### src/rtl/biriscv_fetch_frontend.sv
// Fetch front-end: 64-bit aligned I-cache requests, one outstanding, registered bundle to decode.
// Define BIRISCV_FETCH_SKID_EN to add a 1-entry skid buffer behind the output register.
module biriscv_fetch_frontend #(
    parameter logic [31:0] BOOT_PC = 32'h8000_0000
) (
    input  logic        clk_i,
    input  logic        rst_i,
    input  logic        branch_request_i,
    input  logic [31:0] branch_pc_i,
    input  logic [1:0]  branch_priv_i,
    input  logic [1:0]  bp_taken_i,
    input  logic [31:0] bp_next_pc_i,
    output logic        icache_rd_o,
    output logic [31:0] icache_pc_o,
    output logic [1:0]  icache_priv_o,
    input  logic        icache_accept_i,
    input  logic        icache_valid_i,
    input  logic [63:0] icache_inst_i,
    input  logic        icache_error_i,
    input  logic        icache_page_fault_i,
    output logic        fetch_valid_o,
    output logic [63:0] fetch_instr_o,
    output logic [31:0] fetch_pc_o,
    output logic [1:0]  fetch_pred_branch_o,
    output logic        fetch_fault_fetch_o,
    output logic        fetch_fault_page_o,
    input  logic        fetch_accept_i
);

    localparam logic [31:0] NOP = 32'h0000_0013;

    typedef enum logic [1:0] {
        ST_IDLE,
        ST_RUN,
        ST_HALT
    } state_t;

    typedef struct packed {
        logic        faultPage;
        logic        faultFetch;
        logic [1:0]  pred;
        logic [31:0] pc;
        logic [63:0] instr;
    } bundle_t;

    state_t      r_state;
    logic [31:0] r_pc;
    logic [1:0]  r_priv;
    logic        r_outstanding;
    logic        r_drop;
    logic        r_nopPend;
    logic        r_reqNop;
    logic [31:0] r_reqPc;
    logic [1:0]  r_reqPred;
    logic        r_valid;
    bundle_t     r_out;

    logic        w_canAbsorb;
    logic        w_reqFire;
    logic        w_respFire;
    logic        w_capture;
    logic        w_outAccept;
    logic        w_respFault;
    logic [63:0] w_respInst;
    bundle_t     w_resp;

`ifdef BIRISCV_FETCH_SKID_EN
    logic        r_skidValid;
    bundle_t     r_skid;

    assign w_canAbsorb = !r_skidValid;
`else
    // Without a skid the response must always find the output register free.
    assign w_canAbsorb = !r_valid || fetch_accept_i;
`endif

    assign w_outAccept = r_valid && fetch_accept_i;
    assign icache_rd_o = (r_state == ST_RUN) && !r_outstanding && w_canAbsorb && !branch_request_i;
    assign icache_pc_o = {r_pc[31:3], 3'b000};
    assign icache_priv_o = r_priv;

    assign w_reqFire = icache_rd_o && icache_accept_i;
    assign w_respFire = icache_valid_i && r_outstanding;
    assign w_capture = w_respFire && !r_drop && !branch_request_i;
    assign w_respFault = icache_error_i || icache_page_fault_i;
    assign w_respInst = r_reqNop ? {icache_inst_i[63:32], NOP} : icache_inst_i;
    assign w_resp = {icache_page_fault_i, icache_error_i, r_reqPred, r_reqPc, w_respInst};

    always_ff @(posedge clk_i or posedge rst_i) begin
        if (rst_i) begin
            r_state       <= ST_IDLE;
            r_pc          <= BOOT_PC;
            r_priv        <= 2'b11;
            r_outstanding <= 1'b0;
            r_drop        <= 1'b0;
            r_nopPend     <= 1'b0;
            r_reqNop      <= 1'b0;
            r_reqPc       <= '0;
            r_reqPred     <= '0;
        end else begin
            if (w_respFire) begin
                r_outstanding <= 1'b0;
                r_drop        <= 1'b0;
            end
            if (w_reqFire) begin
                r_outstanding <= 1'b1;
                r_reqPc       <= r_pc;
                r_reqPred     <= bp_taken_i;
                r_reqNop      <= r_nopPend;
                r_nopPend     <= 1'b0;
                r_pc          <= (|bp_taken_i) ? bp_next_pc_i : {r_pc[31:3] + 29'd1, 3'b000};
            end
            // A response landing in the redirect cycle is itself the stale one, so no drop is armed.
            if (branch_request_i) begin
                r_pc      <= branch_pc_i & 32'hFFFF_FFFC;
                r_priv    <= branch_priv_i;
                r_nopPend <= branch_pc_i[2];
                r_drop    <= r_outstanding && !icache_valid_i;
            end
            case (r_state)
                ST_IDLE: r_state <= ST_RUN;
                ST_RUN:  if (w_capture && w_respFault) r_state <= ST_HALT;
                ST_HALT: if (branch_request_i) r_state <= ST_RUN;
                default: r_state <= ST_IDLE;
            endcase
        end
    end

`ifdef BIRISCV_FETCH_SKID_EN
    always_ff @(posedge clk_i or posedge rst_i) begin
        if (rst_i) begin
            r_valid     <= 1'b0;
            r_out       <= '0;
            r_skidValid <= 1'b0;
            r_skid      <= '0;
        end else if (branch_request_i) begin
            r_valid     <= 1'b0;
            r_skidValid <= 1'b0;
        end else if (w_outAccept || !r_valid) begin
            if (r_skidValid) begin
                r_out       <= r_skid;
                r_valid     <= 1'b1;
                r_skidValid <= w_capture;
                if (w_capture) r_skid <= w_resp;
            end else if (w_capture) begin
                r_out   <= w_resp;
                r_valid <= 1'b1;
            end else begin
                r_valid <= 1'b0;
            end
        end else if (w_capture) begin
            r_skid      <= w_resp;
            r_skidValid <= 1'b1;
        end
    end
`else
    always_ff @(posedge clk_i or posedge rst_i) begin
        if (rst_i) begin
            r_valid <= 1'b0;
            r_out   <= '0;
        end else if (branch_request_i) begin
            r_valid <= 1'b0;
        end else if (w_capture) begin
            r_out   <= w_resp;
            r_valid <= 1'b1;
        end else if (w_outAccept) begin
            r_valid <= 1'b0;
        end
    end
`endif

    assign fetch_valid_o       = r_valid;
    assign fetch_instr_o       = r_out.instr;
    assign fetch_pc_o          = r_out.pc;
    assign fetch_pred_branch_o = r_out.pred;
    assign fetch_fault_fetch_o = r_out.faultFetch;
    assign fetch_fault_page_o  = r_out.faultPage;

endmodule

### config.mk
export PLATFORM = sky130hd
export DESIGN_NAME = biriscv_fetch_frontend
export DESIGN_NICKNAME = d
export VERILOG_FILES = /design/src/rtl/biriscv_fetch_frontend.sv
export SDC_FILE = /design/constraint.sdc
export NUM_CORES = 1
export LEC_CHECK = 0
export BUFFER_PORTS_ARGS = -buffer_cell sky130_fd_sc_hd__buf_2
export CAP_MARGIN = 10
export CORE_MARGIN = 2
export CORE_UTILIZATION = 50
export DETAILED_ROUTE_END_ITERATION = 8
export PLACE_DENSITY = 0.78
export REMOVE_ABC_BUFFERS = 1
export SKIP_CTS_REPAIR_TIMING = 1
export SLEW_MARGIN = 10
export SYNTH_ARGS = -nofsm -noshare
export SYNTH_HDL_FRONTEND = slang
export SYNTH_SLANG_ARGS = --single-unit
### constraint.sdc
create_clock -name clk_i -period 9.15 [get_ports clk_i]
set_input_delay 0.915 -clock clk_i [delete_from_list [all_inputs] [get_ports clk_i]]
set_output_delay 0.915 -clock clk_i [all_outputs]
set_load 0.02 [all_outputs]
==> summary.md <==
| Metric | Value |
|---|---|
| Largest net degree at the start of global routing | `106` |
| Worst hold path type | `flop to flop` |
| Worst hold stages | `2` |
| Drt pass-1 iters | `5` |
| Asr flop ratio synth | `100%` |
| R2r worst-path depth | `5` |
| Layout area overhead | `23.6%` |
| Placed cell count | `1311` |
| Die height | `130 um` |
| Initial cell density of the core | `50.6%` |
| Total core area | `0.0157 mm^2` |
| Least-Margin Pin Slew | `1160 ps` |
| Worst Hold Endpoint | `fetch_pc_o[15]$_DFFE_PP0P_` |
| Vias per std cell | `5.15` |
| Startpoint Class | `input pin` |
| Drt wl/cell | `15.3 um` |
| Worst-path clk slew | `70 ps` |
| Status | `completed` |
| Top Ports | `276` |
| Worst-path maximum fanout | `52` |
| Maxcap violations | `0` |
| Clock tree buffer depth | `2` |
| PwrDens | `285 mW/mm^2` |
| Drc violations | `0` |
| Initial antenna violation count | `1` |
| Final Non-Filler Cells | `1344` |
| M3 GR Usage | `6.27%` |
| Crit. End Element | `output port` |
| Worst hold margin | `456 ps` |
| DIE AREA | `0.0169 mm^2` |
| Post-DP HPWL | `13600 um` |
| Synth cell types | `56` |
| Setup Viol. Count Final | `0` |
| Filler cell count | `1402` |
| Clk root buf | `clkbuf_16` |
| Worst vdd ir | `0.119 mV` |
| Final period util | `35.7%` |
| # rows | `46` |
| Total track usage | `24.2%` |
| Syn_area_per_cell | `8.80 um^2` |
| CP Class | `input pin to output port` |
| Worst reg-to-reg setup slack | `6680 ps` |
| Die W | `130 um` |
| Commonest non-fill, non-tap cell in the layout | `nand2_1` |
| WP data required | `8240 ps` |
| Mapped Area | `0.00795 mm^2` |
| Cell repeated most along the worst path | `buf_2` |
| Ranking of synthesized cells by area | `dfrtp_1 (54%), nand2_1 (19%), buf_4 (3.0%)` |
| First-pass GRT wire length | `32100 um` |
| Worst path max stage delay | `650 ps` |
| RD Place Congestion | `0.803` |
| Most frequent cells in the layout | `nand2_1 (395), buf_2 (270), dfrtp_1 (172), o21ai_0 (33), nand3b_1 (32)` |
| Via count of the first global-routing pass | `6441` |
| Met2 usage | `39.9%` |
| CP Cell Sequence | `buf_2 > buf_4 > nor4b_1 > and2_1 > buf_2` |
| Yosys reg bits | `175` |
| Peak Freq | `306 MHz` |
| Total clock sinks | `175` |
| CTS H-tree depth | `4` |
| CTS Buf Count | `17` |
| Buf/Inv on CP | `3` |
| Worst R2R Start | `r_outstanding$_DFFE_PP0P_` |
| Ys flop type | `dfrtp_1` |
| CP top delay family | `simple AND/OR/NAND/NOR gates` |
| Clock skew | `10.8 ps` |
| Worst rel slew slack | `22.8%` |
| Reg-to-reg endpoint | `r_pc[22]$_DFFE_PP0P_` |
| Layer with the highest usage | `met2` |
| Met1 Resource Use GR | `31.4%` |
| Yosys top cell area share | `54.2%` |
| Proportion of layout cells with a drive suffix above 1 | `29.1%` |
| Post-Syn Instances | `903` |
| Hold Fails Final Rpt | `0` |
| Dominant cell type by area after synthesis | `dfrtp_1` |
| Post-synth EDFFs | `0` |
| Warnings from Yosys | `0` |
| Slowest cell on the critical path | `nor4b_1` |
| Worst Hold Launch | `r_reqPc[15]$_DFFE_PP0P_` |
| Worst skew pair latency | `420 ps` |
| Leak | `0.00529 uW` |
| Initial DRC Count | `447` |
| Post-synthesis sequential area ratio | `55.2%` |
| Antenna-violating nets left | `0` |
| Nets | `1255` |
| Final min period | `3270 ps` |
| Total gr overflow | `0` |
| Via count | `6920` |
| I/O Buffers | `270` |
| Unrepaired setup endpoints after global routing | `false` |
| Final setup TNS | `0 ps` |
| Routed WL | `20600 um` |
| Slew Limit Fails | `0` |
| TritonCTS clock tree | `built` |
| Worst Path Arrival | `2350 ps` |
-- worst reg2reg max path, cell delays in order, from the launching register on --
cell and delay, ps:
dfrtp_1 450, nor4b_1 580, nand4_1 610, nor4_1 480, a221oi_1 80, a21bo_2 220
-- logic make-up after synthesis --
logic type	Yosys count	share of synthesized area (%)
xor gates and xnor gates	16	1.76
muxes	3	0.409
and+or+nand+nor	514	28.0
adders and majority gates	1	0.157
other	1	0.0472
DFF	175	55.2
AOI/OAI and AO/OA	100	8.47
buffers and inverters	93	5.95
-- synthesized netlist by cell type (3+ instances only) --
master,n
nand2_1,395
dfrtp_1,172
clkbuf_1,46
o21ai_0,33
buf_4,32
nand3b_1,32
nor2_1,25
nand3_1,16
a21oi_1,13
xnor2_1,12
a221o_1,9
nor3_1,9
a22oi_1,7
inv_1,7
nor4_1,6
o211ai_1,6
a221oi_1,5
buf_1,5
a211oi_1,4
a31oi_1,4
and3_1,4
nand4_1,4
or4_1,4
xor2_1,4
and4_1,3
buf_2,3
dfstp_2,3
nand2b_1,3
o31ai_1,3
-- state kept, by name (all words and copies together), names as in the netlist, 2 cells and up --
name / flops
fetch_instr_o: 64
fetch_pc_o: 32
fetch_pred_branch_o: 2
icache_priv_o: 2
r_pc: 32
r_reqPc: 32
r_reqPred: 2
r_state: 2
-- layout make-up --
cell class	count	area [um^2]	share of cell area (%)
clock buffer	21	480	4.89
sequential	175	4380	44.6
tap	216	270	2.75
clock inverter	11	129	1.31
antenna	1	2.50	0.0255
timing repair buffer	276	1400	14.2
multi-input combinational	637	3130	31.8
inverter	7	33.8	0.344
-- worst max path at each step --
| stage | start | endpoint | cells after the start |
|---|---|---|---|
| after floorplan | rst_i | fetch_fault_fetch_o$_DFFE_PP0P_ | 1 |
| after global placement | branch_request_i | r_pc[22]$_DFFE_PP0P_ | 7 |
| after global routing | branch_request_i | icache_rd_o | 5 |
| after CTS | branch_request_i | icache_rd_o | 5 |
| final | branch_request_i | icache_rd_o | 5 |
| after detailed placement | branch_request_i | r_pc[22]$_DFFE_PP0P_ | 7 |
-- power breakdown --
part | switching [uW] | internal, uW | total (uW) | leakage [uW]
clock network | 303 | 435 | 738 | 0.000302
logic | 565 | 295 | 861 | 0.00278
registers | 167 | 1030 | 1200 | 0.00221
-- per-layer routing --
layer	up-vias	routed length (um)
met1	3262	8640
met4	0	325
met2	266	9920
li1	3366	-
met5	-	0
met3	26	1750
-- stage by stage --
stage	worst slack (ps)	utilization, %	area (um^2)	power (uW)
after global routing	5810	62.5	9820	2970
after detailed placement	5790	58.6	9210	2080
after floorplan	3490	-	7510	1720
after CTS	5900	62.5	9820	2820
after global placement	5870	58.6	9210	2050
final	5880	62.5	9820	2800
No activity file was read; power rests on OpenSTA's default activity.
